[config.mk]
export PLATFORM = sky130hd
export DESIGN_NAME = puf_seq_flat
export DESIGN_NICKNAME = d
export VERILOG_FILES = /design/src/rtl/puf_seq_pkg.sv /design/src/rtl/puf_seq_if.sv /design/src/rtl/puf_timeout.sv /design/src/rtl/puf_seq.sv /design/src/flat_wrapper.sv
export SDC_FILE = /design/constraint.sdc
export NUM_CORES = 1
export LEC_CHECK = 0
export CAP_MARGIN = 20
export CORE_ASPECT_RATIO = 0.75
export CORE_UTILIZATION = 43
export DETAILED_ROUTE_END_ITERATION = 7
export MAX_ROUTING_LAYER = met4
export PLACE_DENSITY = 0.64
export SYNTH_ARGS = -nofsm -noshare
export SYNTH_HDL_FRONTEND = slang
export SYNTH_HIERARCHICAL = 1
export SYNTH_SLANG_ARGS = --single-unit
[constraint.sdc]
create_clock -name clk -period 4.28 [get_ports clk]
set_input_delay 0.856 -clock clk [delete_from_list [all_inputs] [get_ports clk]]
set_output_delay 0.856 -clock clk [all_outputs]
set_load 0.02 [all_outputs]
[src/rtl/puf_seq_pkg.sv]
// Shared constants and FSM encoding for the PUF response sequencer.
package puf_seq_pkg;

  localparam int unsigned RespWDefault   = 8;
  localparam int unsigned TimeoutDefault = 1023;
  localparam int unsigned ChallW         = 8;
  localparam int unsigned TmoW           = 16;

  typedef enum logic [1:0] {
    StIdle,
    StClear,
    StRun,
    StDone
  } puf_state_e;

endpackage

[src/rtl/puf_seq_if.sv]
// Request/response and PUF-cell signals between the sequencer and its surroundings.
interface puf_seq_if
  import puf_seq_pkg::*;
#(
  parameter int unsigned RESP_W = RespWDefault
);

  logic              start;
  logic [ChallW-1:0] seed;
  logic [ChallW-1:0] puf_chall;
  logic              puf_en;
  logic              puf_clr;
  logic              puf_resp;
  logic              puf_finish;
  logic              busy;
  logic [RESP_W-1:0] resp;
  logic              valid;
  logic              err;

  modport slave (
    input  start, seed, puf_resp, puf_finish,
    output puf_chall, puf_en, puf_clr, busy, resp, valid, err
  );

  modport master (
    output start, seed, puf_resp, puf_finish,
    input  puf_chall, puf_en, puf_clr, busy, resp, valid, err
  );

endinterface

[src/rtl/puf_timeout.sv]
// Per-bit RUN-cycle counter; expired_o flags the last permitted RUN cycle.
module puf_timeout
  import puf_seq_pkg::*;
#(
  parameter int unsigned TIMEOUT = TimeoutDefault
) (
  input  logic clk,
  input  logic rst_n,
  input  logic clr_i,
  input  logic en_i,
  output logic expired_o
);

  localparam logic [TmoW-1:0] LastCnt = TmoW'(TIMEOUT - 1);

  logic [TmoW-1:0] cnt_q, cnt_d;

  always_comb begin
    cnt_d = cnt_q;
    if (clr_i) begin
      cnt_d = '0;
    end else if (en_i) begin
      cnt_d = cnt_q + 1'b1;
    end
  end

  always_ff @(posedge clk or negedge rst_n) begin
    if (!rst_n) begin
      cnt_q <= '0;
    end else begin
      cnt_q <= cnt_d;
    end
  end

  // Counter would reach TIMEOUT at this edge.
  assign expired_o = en_i && (cnt_q == LastCnt);

endmodule

[src/rtl/puf_seq.sv]
// Sequencer that clears, runs and samples a PUF bit cell once per response bit.
module puf_seq
  import puf_seq_pkg::*;
#(
  parameter int unsigned RESP_W  = RespWDefault,
  parameter int unsigned TIMEOUT = TimeoutDefault
) (
  input  logic      clk,
  input  logic      rst_n,
  puf_seq_if.slave  puf_bus
);

  localparam int unsigned    IdxW    = (RESP_W > 1) ? $clog2(RESP_W) : 1;
  localparam logic [IdxW-1:0] LastIdx = IdxW'(RESP_W - 1);

  puf_state_e        state_q;
  logic [ChallW-1:0] chall_q;
  logic [IdxW-1:0]   idx_q;
  logic [RESP_W-1:0] resp_q;
  logic              err_q;
  logic              en_q;
  logic              clr_q;
  logic              busy_q;
  logic              valid_q;

  logic run, expired, capture, accept, tmo_clr;

  assign run     = (state_q == StRun);
  assign accept  = (state_q == StIdle) && puf_bus.start;
  // Finish wins over a simultaneous expiry.
  assign capture = run && (puf_bus.puf_finish || expired);
  assign tmo_clr = accept || capture;

  puf_timeout #(
    .TIMEOUT (TIMEOUT)
  ) u_timeout (
    .clk       (clk),
    .rst_n     (rst_n),
    .clr_i     (tmo_clr),
    .en_i      (run),
    .expired_o (expired)
  );

  always_ff @(posedge clk or negedge rst_n) begin
    if (!rst_n) begin
      state_q <= StIdle;
      chall_q <= '0;
      idx_q   <= '0;
      resp_q  <= '0;
      err_q   <= 1'b0;
      en_q    <= 1'b0;
      clr_q   <= 1'b0;
      busy_q  <= 1'b0;
      valid_q <= 1'b0;
    end else begin
      case (state_q)
        StIdle: begin
          if (puf_bus.start) begin
            chall_q <= puf_bus.seed;
            idx_q   <= '0;
            resp_q  <= '0;
            err_q   <= 1'b0;
            clr_q   <= 1'b1;
            busy_q  <= 1'b1;
            state_q <= StClear;
          end
        end
        StClear: begin
          clr_q   <= 1'b0;
          en_q    <= 1'b1;
          state_q <= StRun;
        end
        StRun: begin
          if (capture) begin
            resp_q[idx_q] <= puf_bus.puf_finish ? puf_bus.puf_resp : 1'b0;
            if (!puf_bus.puf_finish) begin
              err_q <= 1'b1;
            end
            en_q <= 1'b0;
            if (idx_q == LastIdx) begin
              valid_q <= 1'b1;
              state_q <= StDone;
            end else begin
              idx_q   <= idx_q + 1'b1;
              chall_q <= chall_q + 1'b1;
              clr_q   <= 1'b1;
              state_q <= StClear;
            end
          end
        end
        StDone: begin
          valid_q <= 1'b0;
          busy_q  <= 1'b0;
          state_q <= StIdle;
        end
        default: begin
          state_q <= StIdle;
        end
      endcase
    end
  end

  assign puf_bus.puf_chall = chall_q;
  assign puf_bus.puf_en    = en_q;
  assign puf_bus.puf_clr   = clr_q;
  assign puf_bus.busy      = busy_q;
  assign puf_bus.resp      = resp_q;
  assign puf_bus.valid     = valid_q;
  assign puf_bus.err       = err_q;

endmodule

[src/flat_wrapper.sv]
// flat-port wrapper written by rule: the top's interface ports become plain ports
module puf_seq_flat import puf_seq_pkg::*;
#(
  parameter int unsigned RESP_W  = RespWDefault,
  parameter int unsigned TIMEOUT = TimeoutDefault
)
  (clk, rst_n, puf_bus_start, puf_bus_seed, puf_bus_puf_resp, puf_bus_puf_finish, puf_bus_puf_chall, puf_bus_puf_en, puf_bus_puf_clr, puf_bus_busy, puf_bus_resp, puf_bus_valid, puf_bus_err);
  puf_seq_if #(.RESP_W(RESP_W)) puf_bus_i ();
  input  logic clk;
  input  logic rst_n;
  input wire logic [$bits(puf_bus_i.start)-1:0] puf_bus_start;
  input wire logic [$bits(puf_bus_i.seed)-1:0] puf_bus_seed;
  input wire logic [$bits(puf_bus_i.puf_resp)-1:0] puf_bus_puf_resp;
  input wire logic [$bits(puf_bus_i.puf_finish)-1:0] puf_bus_puf_finish;
  output wire logic [$bits(puf_bus_i.puf_chall)-1:0] puf_bus_puf_chall;
  output wire logic [$bits(puf_bus_i.puf_en)-1:0] puf_bus_puf_en;
  output wire logic [$bits(puf_bus_i.puf_clr)-1:0] puf_bus_puf_clr;
  output wire logic [$bits(puf_bus_i.busy)-1:0] puf_bus_busy;
  output wire logic [$bits(puf_bus_i.resp)-1:0] puf_bus_resp;
  output wire logic [$bits(puf_bus_i.valid)-1:0] puf_bus_valid;
  output wire logic [$bits(puf_bus_i.err)-1:0] puf_bus_err;
  assign puf_bus_i.start = puf_bus_start;
  assign puf_bus_i.seed = puf_bus_seed;
  assign puf_bus_i.puf_resp = puf_bus_puf_resp;
  assign puf_bus_i.puf_finish = puf_bus_puf_finish;
  assign puf_bus_puf_chall = puf_bus_i.puf_chall;
  assign puf_bus_puf_en = puf_bus_i.puf_en;
  assign puf_bus_puf_clr = puf_bus_i.puf_clr;
  assign puf_bus_busy = puf_bus_i.busy;
  assign puf_bus_resp = puf_bus_i.resp;
  assign puf_bus_valid = puf_bus_i.valid;
  assign puf_bus_err = puf_bus_i.err;
  puf_seq #(.RESP_W(RESP_W), .TIMEOUT(TIMEOUT)) u_core (.clk(clk), .rst_n(rst_n), .puf_bus(puf_bus_i));
endmodule
==> run summary, run 1 <==
Pwr/cell area: 561.2 nW/um2
Diode count: 0
Most frequent cell after synthesis: dfrtp_1
Finish-stage setup viols: 0
Vias: 1830
Yosys top cell by area: dfrtp_1
Die extent in x: 85.17 um
Total CTS buffers: 5
Ranking of synthesized cells by area: dfrtp_1 (47%), o21ai_0 (4.3%), nor2_1 (3.9%)
Die Ht: 64.38 um
Routability cong.: 0.7944
Layout cells sized above 1: 8.015%
Design area: 2640 um2
CP endpoint kind: register
Tightest Pin Transition: 0.9246 ns
Worst-Skew Late Latency: 0.28 ns
CTS tree: built
First-pass GRT wire length: 8176 um
Layout Nets: 280
IO Count: 34
Grt ovf: 0
Drt wl/cell: 14.73 um
RSZ-0062 raised after global routing: no
Syn_nets: 251
Kind of critical path: register to register
Post-synthesis cell count: 233
Area grow syn2layout: 18.34%
Tcrit/Tclk final: 86.97%
Pin count of the biggest net entering global routing: 43
Worst Skew: 0.004787 ns
DRT iter0 DRCs: 166
Leak: 1.088 nW
Post-cts resize count: 0
Die area: 5483 um2
Slew HR: 38.36%
Cts-stage hold buffer count: 0
Initial Util: 45.28%
Synth Flop Type: dfrtp_1
Half-perimeter wire length after placement: 3310 um
Root Driver: clkbuf_8
Initial antenna violation count: 0
Slew Viols, Final: 0
Final critical-path required period: 3.722 ns
Yosys warning count: 6
Worst path arrival time: 3.89 ns
Total Power: 1.481 mW
Final hold vios: 0
Global Route Usage Sum: 19.84%
Netlist Area Pre-Place: 2231 um2
Cell row count: 22
Peak Freq: 0.2686 GHz
Yosys reg bits: 42
CP required: 4.45 ns
Maximum vdd drop: 0.3165 mV
HP Class: register to register
DRC: 0
Critical Path Fanout Max: 23
Synth async-reset ratio: 100.0%
Vias in the first global route: 1648
1st-pass router iterations: 4
Most frequent cells after synthesis: dfrtp_1 (42), nor2_1 (23), o21ai_0 (19)
CP Launch Type: register
Routed Antenna Nets: 0
Mean Syn Cell Area: 9.575 um2
Register area share after synthesis: 47.11%
Fin Setup TNS: 0 ns
Post-synth top area share: 47.11%
Clk sink count: 42
Port bufs: 33
Number of vias per cell: 5.683
Distinct cells, synth: 49
Placed inst area: 2564 um2
Final wirelength: 4742 um
H-tree Lvls: 2
Clock-pin slew on the worst setup and hold paths: 0.08 ns
Setup Buffers After CTS: 0
Status: completed
Max cap viols: 0
Core ar.: 4927 um2
Placed Instances: 315
CTS max path bufs: 2
Number of flops mapped to enable cells by yosys: 0
Layout Cells excl Fill: 322
-- routing by layer --
metal	wire length (um)	GRT usage, %	up-vias
li1	-	-	887
met1	2423	29.55	878
met2	2029	26.71	61
met3	251	4.780	4
met4	38	5.085	0
met5	0	-	-
-- state kept, by name, summed over array words and instances (netlist names), 2 cells and up --
register                  count
u_core/idx_q                  3
u_core/puf_bus.resp           8
u_core/state_q                2
u_core/puf_bus.puf_chall      8
u_core/u_timeout/cnt_q       16
-- critical path, stage by stage (launching register included) --
cell	delay, ns
dfrtp_1	0.59
nand2b_4	0.19
inv_2	0.09
nand4b_1	0.07
or3_1	0.31
nor4_1	0.42
nor3b_1	0.13
or3_1	0.52
inv_2	0.11
buf_4	0.25
o2111ai_1	0.33
nor4_1	0.38
xnor2_1	0.16
nor2_1	0.05
-- kinds of logic (layout without fill, tap and decap cells) --
group | after synthesis | after routing | share of synthesized area [%]
buffers and inverters | 24 | 53 | 5.552
multiplexers | 3 | 3 | 1.626
AO/OA/AOI/OAI | 64 | 64 | 18.68
adder cells (fa/ha/maj) | 5 | 5 | 2.804
AND/OR/NAND/NOR | 84 | 84 | 19.91
flip-flops | 42 | 42 | 47.11
XOR/XNOR | 11 | 11 | 4.319
-- worst paths after layout --
kind                       depth (start not counted)                   start  slack (ns)                    endpoint
hold reg to reg                                    1  u_core/puf_bus.resp[5]        0.50      u_core/puf_bus.resp[5]
setup / recovery                                  13       u_core/state_q[1]        0.56  u_core/u_timeout/cnt_q[12]
setup reg to reg                                  13       u_core/state_q[1]        0.56  u_core/u_timeout/cnt_q[12]
hold / removal                                     1  u_core/puf_bus.resp[5]        0.50      u_core/puf_bus.resp[5]
min in group asynchronous                          1                   rst_n        0.71      u_core/puf_bus.resp[7]
max in group asynchronous                          1                   rst_n        2.99   u_core/u_timeout/cnt_q[5]
-- cell usage in the layout, fill, tap and decap left out, drive strengths merged, types with 5 or more instances in the layout --
cell,n
nor3,7
dfrtp,42
nand3,8
xnor2,9
ha,5
clkdlybuf4s50,32
nand4,5
clkbuf,7
nor2,23
or3,5
inv,11
a21oi,16
a22o,5
nand2,17
o21ai,22
-- layout make-up --
class	instances	area (um2)
fillers	445	2287
multi-input cells	167	1056
flip-flops and latches	42	1051
repair buffers	35	340.3
clock buffers	7	76.32
well taps	60	75.07
inverters	11	41.29
-- per-stage QoR --
step           worst slack [ns]  hold slack, ns  util (%)
2_1_floorplan            0.4907          0.5097         -
3_3_place_gp             0.7446          0.4925     52.03
3_5_place_dp             0.5769          0.4920     52.03
4_1_cts                  0.5696          0.5114     53.58
5_1_grt                  0.1849          0.5264     53.58
6_report                 0.5576          0.5015     53.58
-- power by group --
| group | switching (mW) | total, mW | internal (mW) |
|---|---|---|---|
| Sequential | 0.128 | 0.609 | 0.480 |
| Clock | 0.125 | 0.238 | 0.112 |
| Combinational | 0.353 | 0.635 | 0.282 |
Note: power is estimated with default switching activity, not from simulation.
==> inputs of run 2 (changes only) <==
--- a/config.mk
+++ b/config.mk
@@ -11,6 +11,7 @@
 export DETAILED_ROUTE_END_ITERATION = 7
 export MAX_ROUTING_LAYER = met4
 export PLACE_DENSITY = 0.64
+export SETUP_SLACK_MARGIN = 0.02
 export SYNTH_ARGS = -nofsm -noshare
 export SYNTH_HDL_FRONTEND = slang
 export SYNTH_HIERARCHICAL = 1
==> results of run 2 <==
Final layout, timing and power as in run 1 (identical DEF).
